## config.mk

```make
export PLATFORM = sky130hd
export DESIGN_NAME = ahb_txn_arbiter_flat
export DESIGN_NICKNAME = d
export VERILOG_FILES = /design/src/rtl/ahb_txn_arbiter_if.sv /design/src/rtl/ahb_txn_arbiter.sv /design/src/flat_wrapper.sv
export SDC_FILE = /design/constraint.sdc
export NUM_CORES = 1
export LEC_CHECK = 0
export ABC_AREA = 1
export ABC_CLOCK_PERIOD_IN_PS = 2400
export CAP_MARGIN = 10
export CORE_AREA = 5 5 102 104
export CTS_BUF_LIST = sky130_fd_sc_hd__clkbuf_8
export DETAILED_ROUTE_END_ITERATION = 6
export DIE_AREA = 0 0 107 109
export GPL_TIMING_DRIVEN = 0
export PLACE_DENSITY = 0.7
export SYNTH_ARGS = -nofsm -noshare
export SYNTH_HDL_FRONTEND = slang
export SYNTH_SLANG_ARGS = --single-unit
```

## constraint.sdc

```tcl
create_clock -name i_clk_ahb -period 2.4 [get_ports i_clk_ahb]
set_input_delay 0.36 -clock i_clk_ahb [delete_from_list [all_inputs] [get_ports i_clk_ahb]]
set_output_delay 0.36 -clock i_clk_ahb [all_outputs]
set_load 0.05 [all_outputs]
```

## src/rtl/ahb_txn_arbiter_if.sv

```systemverilog
// Bundle of requester-side, master-side and status signals of ahb_txn_arbiter.
// Modport 'slave' is the arbiter's view.
// Modport 'master' is the view of the surrounding logic: the requesters and the AHB-Lite master port.
interface ahb_txn_arbiter_if #(
  parameter int NUM_REQ    = 2,
  parameter int ADDR_WIDTH = 32,
  parameter int DATA_WIDTH = 32
);
  localparam int ID_W = $clog2(NUM_REQ);

  // Requester side
  logic [NUM_REQ-1:0]            i_req_valid;
  logic [NUM_REQ-1:0]            i_req_rd0_wr1;
  logic [NUM_REQ*ADDR_WIDTH-1:0] i_req_addr;
  logic [NUM_REQ*DATA_WIDTH-1:0] i_req_wr_data;
  logic [NUM_REQ-1:0]            o_req_ready;
  logic [NUM_REQ-1:0]            o_req_rd_valid;
  logic [DATA_WIDTH-1:0]         o_req_rd_data;
  logic [ID_W-1:0]               o_grant_id;

  // AHB-Lite master transaction port
  logic                          o_m_valid;
  logic                          o_m_rd0_wr1;
  logic [ADDR_WIDTH-1:0]         o_m_addr;
  logic [DATA_WIDTH-1:0]         o_m_wr_data;
  logic                          i_m_ready;
  logic                          i_m_rd_valid;
  logic [DATA_WIDTH-1:0]         i_m_rd_data;

  // Status
  logic                          o_rsp_err;

  modport slave (
    input  i_req_valid, i_req_rd0_wr1, i_req_addr, i_req_wr_data,
    input  i_m_ready, i_m_rd_valid, i_m_rd_data,
    output o_req_ready, o_req_rd_valid, o_req_rd_data, o_grant_id,
    output o_m_valid, o_m_rd0_wr1, o_m_addr, o_m_wr_data, o_rsp_err
  );

  modport master (
    output i_req_valid, i_req_rd0_wr1, i_req_addr, i_req_wr_data,
    output i_m_ready, i_m_rd_valid, i_m_rd_data,
    input  o_req_ready, o_req_rd_valid, o_req_rd_data, o_grant_id,
    input  o_m_valid, o_m_rd0_wr1, o_m_addr, o_m_wr_data, o_rsp_err
  );
endinterface

```

## src/rtl/ahb_txn_arbiter.sv

```systemverilog
// Shares one AHB-Lite master transaction port among NUM_REQ requesters.
//
// A grant is held until the master accepts it. Read responses are routed back
// to the issuing requester through an in-order tag FIFO.
//
// Arbitration policy:
//   - Macro AHB_ARB_RR_EN defined: round-robin.
//   - Macro undefined: fixed priority, requester 0 highest.
module ahb_txn_arbiter #(
  parameter int NUM_REQ    = 2,
  parameter int ADDR_WIDTH = 32,
  parameter int DATA_WIDTH = 32,
  parameter int TAG_DEPTH  = 2
) (
  input  logic             i_clk_ahb,
  input  logic             i_rstn_ahb,
  ahb_txn_arbiter_if.slave bus
);
  localparam int ID_W  = $clog2(NUM_REQ);
  localparam int PTR_W = $clog2(TAG_DEPTH);
  localparam int CNT_W = PTR_W + 1;

  typedef enum logic {ST_OPEN, ST_HELD} arb_state_e;

  arb_state_e          state_q, state_d;
  logic [ID_W-1:0]     held_id_q, held_id_d;
  logic [ID_W-1:0]     last_grant_q;
  logic [ID_W-1:0]     pick;
  logic [ID_W-1:0]     winner;
  logic                m_valid;
  logic                accept;
  logic [NUM_REQ-1:0]  eligible;

  logic [ID_W-1:0]     tag_mem [TAG_DEPTH];
  logic [PTR_W-1:0]    wr_ptr_q, rd_ptr_q;
  logic [CNT_W-1:0]    count_q;
  logic                tag_full, tag_empty;
  logic                push, pop;
  logic                rsp_err_q;

  assign tag_full  = (count_q == CNT_W'(TAG_DEPTH));
  assign tag_empty = (count_q == '0);

  // Reads need a free tag slot; writes never wait on the FIFO.
  assign eligible = bus.i_req_valid & (bus.i_req_rd0_wr1 | {NUM_REQ{~tag_full}});

`ifdef AHB_ARB_RR_EN
  logic [ID_W-1:0] rr_ptr_q;

  // Round-robin pick: first eligible requester after the last accepted one.
  always_comb begin
    logic [ID_W-1:0] idx;
    logic            found;
    // NOTE: every comb output gets a default before any branch, so no latch is inferred.
    pick  = '0;
    found = 1'b0;
    idx   = rr_ptr_q;
    for (int i = 0; i < NUM_REQ; i++) begin
      idx = (idx == ID_W'(NUM_REQ - 1)) ? '0 : idx + ID_W'(1);
      if (!found && eligible[idx]) begin
        pick  = idx;
        found = 1'b1;
      end
    end
  end

  // Pointer advances only on an accepted transfer.
  always_ff @(posedge i_clk_ahb or negedge i_rstn_ahb) begin
    if (!i_rstn_ahb)  rr_ptr_q <= ID_W'(NUM_REQ - 1);
    else if (accept)  rr_ptr_q <= winner;
  end
`else
  // Fixed priority pick: lowest-numbered eligible requester.
  always_comb begin
    logic found;
    // NOTE: every comb output gets a default before any branch, so no latch is inferred.
    pick  = '0;
    found = 1'b0;
    for (int i = 0; i < NUM_REQ; i++) begin
      if (!found && eligible[i]) begin
        pick  = ID_W'(i);
        found = 1'b1;
      end
    end
  end
`endif

  // Arbitration state register and held requester id.
  always_ff @(posedge i_clk_ahb or negedge i_rstn_ahb) begin
    if (!i_rstn_ahb) begin
      state_q   <= ST_OPEN;
      held_id_q <= '0;
    end else begin
      // NOTE: non-blocking assignments keep every register sampling pre-edge values.
      state_q   <= state_d;
      held_id_q <= held_id_d;
    end
  end

  // Next state: hold a stalled grant; release it on accept or if the requester drops valid.
  always_comb begin
    state_d   = state_q;
    held_id_d = held_id_q;
    case (state_q)
      ST_OPEN: begin
        if (m_valid && !bus.i_m_ready) begin
          state_d   = ST_HELD;
          held_id_d = winner;
        end
      end
      ST_HELD: begin
        if (accept || !bus.i_req_valid[held_id_q]) state_d = ST_OPEN;
      end
      default: state_d = ST_OPEN;
    endcase
  end

  // Outputs: winner selection, master payload mux, ready strobe and grant id.
  always_comb begin
    winner  = (state_q == ST_HELD) ? held_id_q : pick;
    m_valid = (state_q == ST_HELD) ? eligible[held_id_q] : |eligible;
    accept  = m_valid & bus.i_m_ready;

    bus.o_m_valid   = m_valid;
    bus.o_m_rd0_wr1 = m_valid & bus.i_req_rd0_wr1[winner];
    bus.o_m_addr    = m_valid ? bus.i_req_addr[winner*ADDR_WIDTH +: ADDR_WIDTH] : '0;
    bus.o_m_wr_data = m_valid ? bus.i_req_wr_data[winner*DATA_WIDTH +: DATA_WIDTH] : '0;

    bus.o_req_ready = '0;
    if (accept) bus.o_req_ready[winner] = 1'b1;

    bus.o_grant_id  = m_valid ? winner : last_grant_q;
  end

  // Remember the last winner so the grant id holds while idle.
  always_ff @(posedge i_clk_ahb or negedge i_rstn_ahb) begin
    if (!i_rstn_ahb)   last_grant_q <= '0;
    else if (m_valid)  last_grant_q <= winner;
  end

  assign push = accept & ~bus.i_req_rd0_wr1[winner];
  assign pop  = bus.i_m_rd_valid & ~tag_empty;

  // Response routing: the FIFO head names the requester that owns the returning read.
  always_comb begin
    bus.o_req_rd_valid = '0;
    if (pop) bus.o_req_rd_valid[tag_mem[rd_ptr_q]] = 1'b1;
    bus.o_req_rd_data  = bus.i_m_rd_valid ? bus.i_m_rd_data : '0;
  end

  // Tag storage: an entry is only read after it has been written.
  // NOTE: storage arrays are not reset; the pointers and count alone define validity.
  always_ff @(posedge i_clk_ahb) begin
    if (push) tag_mem[wr_ptr_q] <= winner;
  end

  // FIFO pointers, occupancy and sticky orphan-response flag.
  always_ff @(posedge i_clk_ahb or negedge i_rstn_ahb) begin
    if (!i_rstn_ahb) begin
      wr_ptr_q  <= '0;
      rd_ptr_q  <= '0;
      count_q   <= '0;
      rsp_err_q <= 1'b0;
    end else begin
      if (push) wr_ptr_q <= wr_ptr_q + PTR_W'(1);
      if (pop)  rd_ptr_q <= rd_ptr_q + PTR_W'(1);
      case ({push, pop})
        2'b10:   count_q <= count_q + CNT_W'(1);
        2'b01:   count_q <= count_q - CNT_W'(1);
        default: count_q <= count_q;
      endcase
      if (bus.i_m_rd_valid && tag_empty) rsp_err_q <= 1'b1;
    end
  end

  assign bus.o_rsp_err = rsp_err_q;

endmodule

```

## src/flat_wrapper.sv

```systemverilog
// flat-port wrapper written by rule: the top's interface ports become plain ports
module ahb_txn_arbiter_flat 
#(
  parameter int NUM_REQ    = 2,
  parameter int ADDR_WIDTH = 32,
  parameter int DATA_WIDTH = 32,
  parameter int TAG_DEPTH  = 2
)
  (i_clk_ahb, i_rstn_ahb, bus_i_req_valid, bus_i_req_rd0_wr1, bus_i_req_addr, bus_i_req_wr_data, bus_i_m_ready, bus_i_m_rd_valid, bus_i_m_rd_data, bus_o_req_ready, bus_o_req_rd_valid, bus_o_req_rd_data, bus_o_grant_id, bus_o_m_valid, bus_o_m_rd0_wr1, bus_o_m_addr, bus_o_m_wr_data, bus_o_rsp_err);
  ahb_txn_arbiter_if #(.NUM_REQ(NUM_REQ), .ADDR_WIDTH(ADDR_WIDTH), .DATA_WIDTH(DATA_WIDTH)) bus_i ();
  input  logic i_clk_ahb;
  input  logic i_rstn_ahb;
  input wire logic [$bits(bus_i.i_req_valid)-1:0] bus_i_req_valid;
  input wire logic [$bits(bus_i.i_req_rd0_wr1)-1:0] bus_i_req_rd0_wr1;
  input wire logic [$bits(bus_i.i_req_addr)-1:0] bus_i_req_addr;
  input wire logic [$bits(bus_i.i_req_wr_data)-1:0] bus_i_req_wr_data;
  input wire logic [$bits(bus_i.i_m_ready)-1:0] bus_i_m_ready;
  input wire logic [$bits(bus_i.i_m_rd_valid)-1:0] bus_i_m_rd_valid;
  input wire logic [$bits(bus_i.i_m_rd_data)-1:0] bus_i_m_rd_data;
  output wire logic [$bits(bus_i.o_req_ready)-1:0] bus_o_req_ready;
  output wire logic [$bits(bus_i.o_req_rd_valid)-1:0] bus_o_req_rd_valid;
  output wire logic [$bits(bus_i.o_req_rd_data)-1:0] bus_o_req_rd_data;
  output wire logic [$bits(bus_i.o_grant_id)-1:0] bus_o_grant_id;
  output wire logic [$bits(bus_i.o_m_valid)-1:0] bus_o_m_valid;
  output wire logic [$bits(bus_i.o_m_rd0_wr1)-1:0] bus_o_m_rd0_wr1;
  output wire logic [$bits(bus_i.o_m_addr)-1:0] bus_o_m_addr;
  output wire logic [$bits(bus_i.o_m_wr_data)-1:0] bus_o_m_wr_data;
  output wire logic [$bits(bus_i.o_rsp_err)-1:0] bus_o_rsp_err;
  assign bus_i.i_req_valid = bus_i_req_valid;
  assign bus_i.i_req_rd0_wr1 = bus_i_req_rd0_wr1;
  assign bus_i.i_req_addr = bus_i_req_addr;
  assign bus_i.i_req_wr_data = bus_i_req_wr_data;
  assign bus_i.i_m_ready = bus_i_m_ready;
  assign bus_i.i_m_rd_valid = bus_i_m_rd_valid;
  assign bus_i.i_m_rd_data = bus_i_m_rd_data;
  assign bus_o_req_ready = bus_i.o_req_ready;
  assign bus_o_req_rd_valid = bus_i.o_req_rd_valid;
  assign bus_o_req_rd_data = bus_i.o_req_rd_data;
  assign bus_o_grant_id = bus_i.o_grant_id;
  assign bus_o_m_valid = bus_i.o_m_valid;
  assign bus_o_m_rd0_wr1 = bus_i.o_m_rd0_wr1;
  assign bus_o_m_addr = bus_i.o_m_addr;
  assign bus_o_m_wr_data = bus_i.o_m_wr_data;
  assign bus_o_rsp_err = bus_i.o_rsp_err;
  ahb_txn_arbiter #(.NUM_REQ(NUM_REQ), .ADDR_WIDTH(ADDR_WIDTH), .DATA_WIDTH(DATA_WIDTH), .TAG_DEPTH(TAG_DEPTH)) u_core (.i_clk_ahb(i_clk_ahb), .i_rstn_ahb(i_rstn_ahb), .bus(bus_i));
endmodule
```

* After elaboration in Yosys (flattened, before gate mapping)
Memories as Yosys holds them, arrays and structs flattened.
Cells that the tools add are included.
** Cells by class
- Add/sub/neg operators :: 4
- Reductions and logical operators :: 13
- Bitwise logic cells :: 10
- $lt $le $gt $ge :: 5
- Equal/unequal tests :: 3
- Multiplexer cells :: 26
- Shift operators :: 2
** Operators with widths (number)
- $shiftx A64 B7 Y32 :: 2
- $mux W32 :: 3
- $mux W1 :: 17
- $lt A1 B2 Y1 const B :: 3
- $logic_and A1 B1 Y1 :: 5
- $and A1 B1 Y1 :: 4
- $eq A2 B2 Y1 const B :: 2
- $mux W2 :: 2
- $not A1 Y1 :: 4
- $pmux W2 S2 :: 1
- $logic_not A1 Y1 :: 3
- $add A1 B1 Y1 const B :: 2
- $add A2 B1 Y2 const B :: 1
- $and A2 B2 Y2 :: 1
- $demux W1 S1 :: 2
- $eq A2 B1 Y1 const B :: 1
- $ge A1 B1 Y1 const B :: 2
- $logic_not A2 Y1 :: 1
- $or A2 B2 Y2 :: 1
- $pmux W1 S2 :: 1
- $reduce_and A2 Y1 :: 1
- $reduce_bool A2 Y1 :: 1
- $reduce_or A2 Y1 :: 1
- $sub A2 B1 Y2 const B :: 1
- $logic_or A1 B1 Y1 :: 1
** Storage, ports and cells
- Bits in writable memories :: 2
- Output and inout bits :: 104
- Memories kept :: 1
- Bits in registers :: 8
- Input port bits :: 168
** Memory list
- u_core.tag_mem :: depth 2, width 1, rd ports 1, clocked after Yosys merged registers in 0, write ports 1, line ahb_txn_arbiter.sv:34 : logic [ID_W-1:0] tag_mem [TAG_DEPTH];

* Longest topological paths before layout
- Word-level depth :: 15
- Gate-level depth with buffers :: 13

* Worst setup path before layout
OpenSTA, ideal clock, no wires.
- Kind :: register to output
- Start point :: register u_core.state_q
- End point :: output port bus_o_m_addr[23]
- Data arrival time :: 2.021 ns
- Path slack :: 0.019 ns
- Stages on the path, launching flop included :: 8
- Path buffers :: 2
- Cell sequence :: dfrtp_1 nand2_1 nand3_1 nand2_1 buf_4 buf_2 o21ai_0 nor2_1
** On the way
- Elaborated cells between the ends (all ways) :: 4
- Classes of those cells :: shift: 1; mux: 3
** RTL lines
- start, declared :: line ahb_txn_arbiter.sv:25 : arb_state_e state_q, state_d;
- start signal, assigned :: line ahb_txn_arbiter.sv:95 : state_q <= state_d;
- $mux W1 :: line ahb_txn_arbiter.sv:121 : m_valid = (state_q == ST_HELD) ? eligible[held_id_q] : |eligible;
- net bus_o_m_valid :: line flat_wrapper.sv:24 : output wire logic [$bits(bus_i.o_m_valid)-1:0] bus_o_m_valid;
- $mux W32 :: line ahb_txn_arbiter.sv:126 : bus.o_m_addr = m_valid ? bus.i_req_addr[winner*ADDR_WIDTH +: ADDR_WIDTH] : '0;
- end, declared :: line flat_wrapper.sv:26 : output wire logic [$bits(bus_i.o_m_addr)-1:0] bus_o_m_addr;
The timed path passes the listed nets, and every way through them passes these cells.

* Worst setup path in the final report
- Start point :: input port bus_i_req_valid[0]
- End point :: output port bus_o_m_addr[25]
** On the way
- Longest elaborated chain between the ends :: 8
- Elaborated cells between the ends (all ways) :: 12
- Classes of those cells :: shift: 1; mux: 7; bitwise: 1; reduce/logical: 3
** Ends and longest elaborated chain
- start, declared :: line flat_wrapper.sv:13 : input wire logic [$bits(bus_i.i_req_valid)-1:0] bus_i_req_valid;
- $and A2 B2 Y2 (*) :: line ahb_txn_arbiter.sv:45 : assign eligible = bus.i_req_valid & (bus.i_req_rd0_wr1 | {NUM_REQ{~tag_full}});
- $mux W1 :: line ahb_txn_arbiter.sv:80 : if (!found && eligible[i]) begin
- $logic_not A1 Y1 :: line ahb_txn_arbiter.sv:80
- $logic_and A1 B1 Y1 :: line ahb_txn_arbiter.sv:80
- $mux W1 :: line ahb_txn_arbiter.sv:80
- $mux W1 :: line ahb_txn_arbiter.sv:120 : winner = (state_q == ST_HELD) ? held_id_q : pick;
- $shiftx A64 B7 Y32 :: line ahb_txn_arbiter.sv:126
- $mux W32 (*) :: line ahb_txn_arbiter.sv:126
Mark *: on every way between the ends. The rest lies on a longest branch, timed or not. The select of a mux whose other input is x is not followed.

==> run summary <==
Core Region: 0.00946 mm²
final slew viol count: 0
Total GRT Usage: 17.1%
wire per inst: 15.2 µm
crit path kind: input port to primary output
Die Y: 109 µm
# fillers: 958
Initial Util: 19.5%
Post-Synth Simple-Gate Area: 43.7%
status: finished clean
Fmax: 433 MHz
Final Skew: 0.00493 ns
max_cap viols: 0
P_leak: 2.71 nW
Synth Area in Adders: 0.677%
flip-flop and latch area: 260 µm²
remaining antenna violation count: 0
placed cell areas: 0.00469 mm²
Post-Syn Area: 0.00185 mm²
post-route insts no fill: 746
most frequent CP cell: buf_12
num rows: 36
Syn Area/Cell: 5.28 µm²
#FFs+latches synth: 10
DRT iter0 DRCs: 108
global-route wire length before repair: 16,200 µm
prevailing post-synth register cell: dfrtp_1
Cells after DPL: 734
antenna violations before repair: 0
worst slew pin tran: 0.573 ns
CTS root buf: clkbuf_8
fin nets: 802
synth warn: 0
GP Congestion: 0.802
Worst setup EP type: primary output
Initial DRT Pass Iterations: 4
fin crit share: 96.2%
Final Hold Viols: 0
H-tree depth: 1
worst min path class: input port to asynchronous set/reset pin
IO buf count: 270
GRT overflow: 0
share of post-route cells with drive strength above 1: 23.4%
vias in the first global route: 3,140
Cell variety after synth: 27
R2R setup slack: 0.29 ns
DR vias: 3,178
post-route cell area: 0.00492 mm²
# IOs: 272
crit start category: input port
CP Data Arrival Time: 1.95 ns
Clock Latency Late Sink: 0.24 ns
min cycle time layout: 2.31 ns
Rel. slew slack: 61.7%
multi-input logic area: 0.00126 mm²
HPWL Detailed: 9430 µm
power per cell area: 1140 mW/mm²
Critical Path Slowest Stage Cell: clkdlybuf4s50_1
Syn Inst Count: 350
clock buffer depth: 2
clk slew on worst S/H paths: 0.05 ns
slowest stage delay, CP: 0.52 ns
n_diodes: 0
Clock Sinks: 10
maximum fanout along the worst path: 10
register area share after synthesis: 14.1%
Post-route DRC: 0
total die area: 0.0117 mm²
worst path cell trace: clkdlybuf4s50_1, nand2_1, nand2_2, nand2_4, inv_6, buf_12, buf_12, nor2_2, nor2_1, buf_6
total power: 5.63 mW
vias per std cell: 4.26
pin count of the biggest net entering global routing: 12
synthesis-to-finish area growth: 166%
clock buffer count from CTS: 3
Critical Path RT: 2.04 ns
final wirelength: 11,400 µm
mux cell area share after synthesis: 0%
Hold Buf Count CTS: 0
worst IR drop on VDD: 511 µV
Post-Synth XOR/XNOR Area: 1.42%
most common cell after layout, fill and taps aside: clkdlybuf4s50_1
Final Setup Violations: 0
EDFF count, synth: 2
die width: 107 µm
setup_tns: 0 ns
CTS tree: done
main combinational cell family by area after synthesis: simple AND/OR/NAND/NOR gates
Post-Syn Nets: 519
most frequent cells in the layout: 176 x clkdlybuf4s50_1, 101 x nor2_1, 64 x o21ai_0, 47 x inv_1, 41 x nand2_1
complex-gate fraction of the synthesized area: 20.9%
asr flop ratio synth: 80.0%
-- worst max-delay path, delay by kind of cell --
family                 cells  cell delay, ns
buffers and inverters      5            1.10
and+or+nand+nor            5            0.48
-- through the flow --
stage               hold slack (ns)  worst slack [ns]  utilization [%]
global route                  0.443           -0.0107             52.0
floorplan                    0.0644            0.0186                -
global placement              0.454            -0.724             49.6
finish                        0.405            0.0905             52.0
detailed placement            0.463            -0.763             49.6
CTS                           0.413         -0.000763             48.6
-- final timing paths --
| path | start | end | cells past startpoint |
|---|---|---|---|
| min | i_rstn_ahb | u_core.count_q[0]$_DFFE_PN0P_ | 1 |
| max reg2reg | u_core.count_q[0]$_DFFE_PN0P_ | u_core.count_q[1]$_DFFE_PN0P_ | 13 |
| max | bus_i_req_valid[0] | bus_o_m_addr[25] | 10 |
| min reg2reg | u_core.bus.o_rsp_err$_DFFE_PN0P_ | u_core.bus.o_rsp_err$_DFFE_PN0P_ | 1 |
| min in group i_clk_ahb | u_core.bus.o_rsp_err$_DFFE_PN0P_ | u_core.bus.o_rsp_err$_DFFE_PN0P_ | 1 |
| max in group asynchronous | i_rstn_ahb | u_core.wr_ptr_q$_DFFE_PN0N_ | 1 |
-- cell families after synthesis --
kind of cell | count (synthesis)
AND/OR/NAND/NOR | 187
AO/OA/AOI/OAI | 75
buffers and inverters | 74
flip-flops | 10
XOR/XNOR | 3
adder cells (fa/ha/maj) | 1
-- registers in the layout (all words and copies together), names as in the netlist --
name and flops:
u_core.tag_mem 2, u_core.rd_ptr_q 1, u_core.state_q 1, u_core.wr_ptr_q 1, u_core.bus.o_rsp_err 1, u_core.last_grant_q 1
u_core.count_q 2, u_core.held_id_q 1
-- Yosys cell counts, types with 2 or more instances --
library cell / count / area [µm²]
buf_4: 2 / 15.0
nor2_2: 29 / 181
inv_1: 47 / 176
buf_2: 8 / 40.0
xor2_1: 2 / 17.5
o21ai_1: 3 / 15.0
edfxtp_1: 2 / 60.1
inv_2: 2 / 7.51
a21oi_1: 3 / 15.0
clkbuf_1: 7 / 26.3
nor2_1: 106 / 398
dfrtp_1: 8 / 200
nand2_1: 42 / 158
nand3_2: 2 / 20.0
nand3_1: 4 / 20.0
o21ai_0: 65 / 325
buf_6: 8 / 90.1
-- routing by layer --
layer	global-route usage [%]	wire length, µm
met1	19.5	4320
met2	32.2	6030
met3	4.97	937
met4	2.47	73
met5	0	0
-- timing repair --
| item | in CTS | in global routing |
|---|---|---|
| gates cloned | 0 | 3 |
| setup endpoints to repair | 69 | 101 |
| gates resized for setup | 414 | 70 |
| setup buffers | 0 | 5 |
| pin swaps | 0 | 5 |
-- area by class of cell --
cell class              count  share of cell area [%]
well taps                 114                    2.90
flip-flops and latches     10                    5.29
multi-input cells         266                    25.6
repair buffers            278                    56.5
plain buffers              25                    4.98
clock buffers               3                   0.839
inverters                  49                    3.84
clock inverters             1                  0.0763
-- report_power, final --
group          internal (mW)  switching [mW]
sequential             0.245          0.0484
combinational           1.79            3.37
clock                  0.112          0.0640
total                   2.15            3.48
No activity file was read; power rests on OpenSTA's default activity.
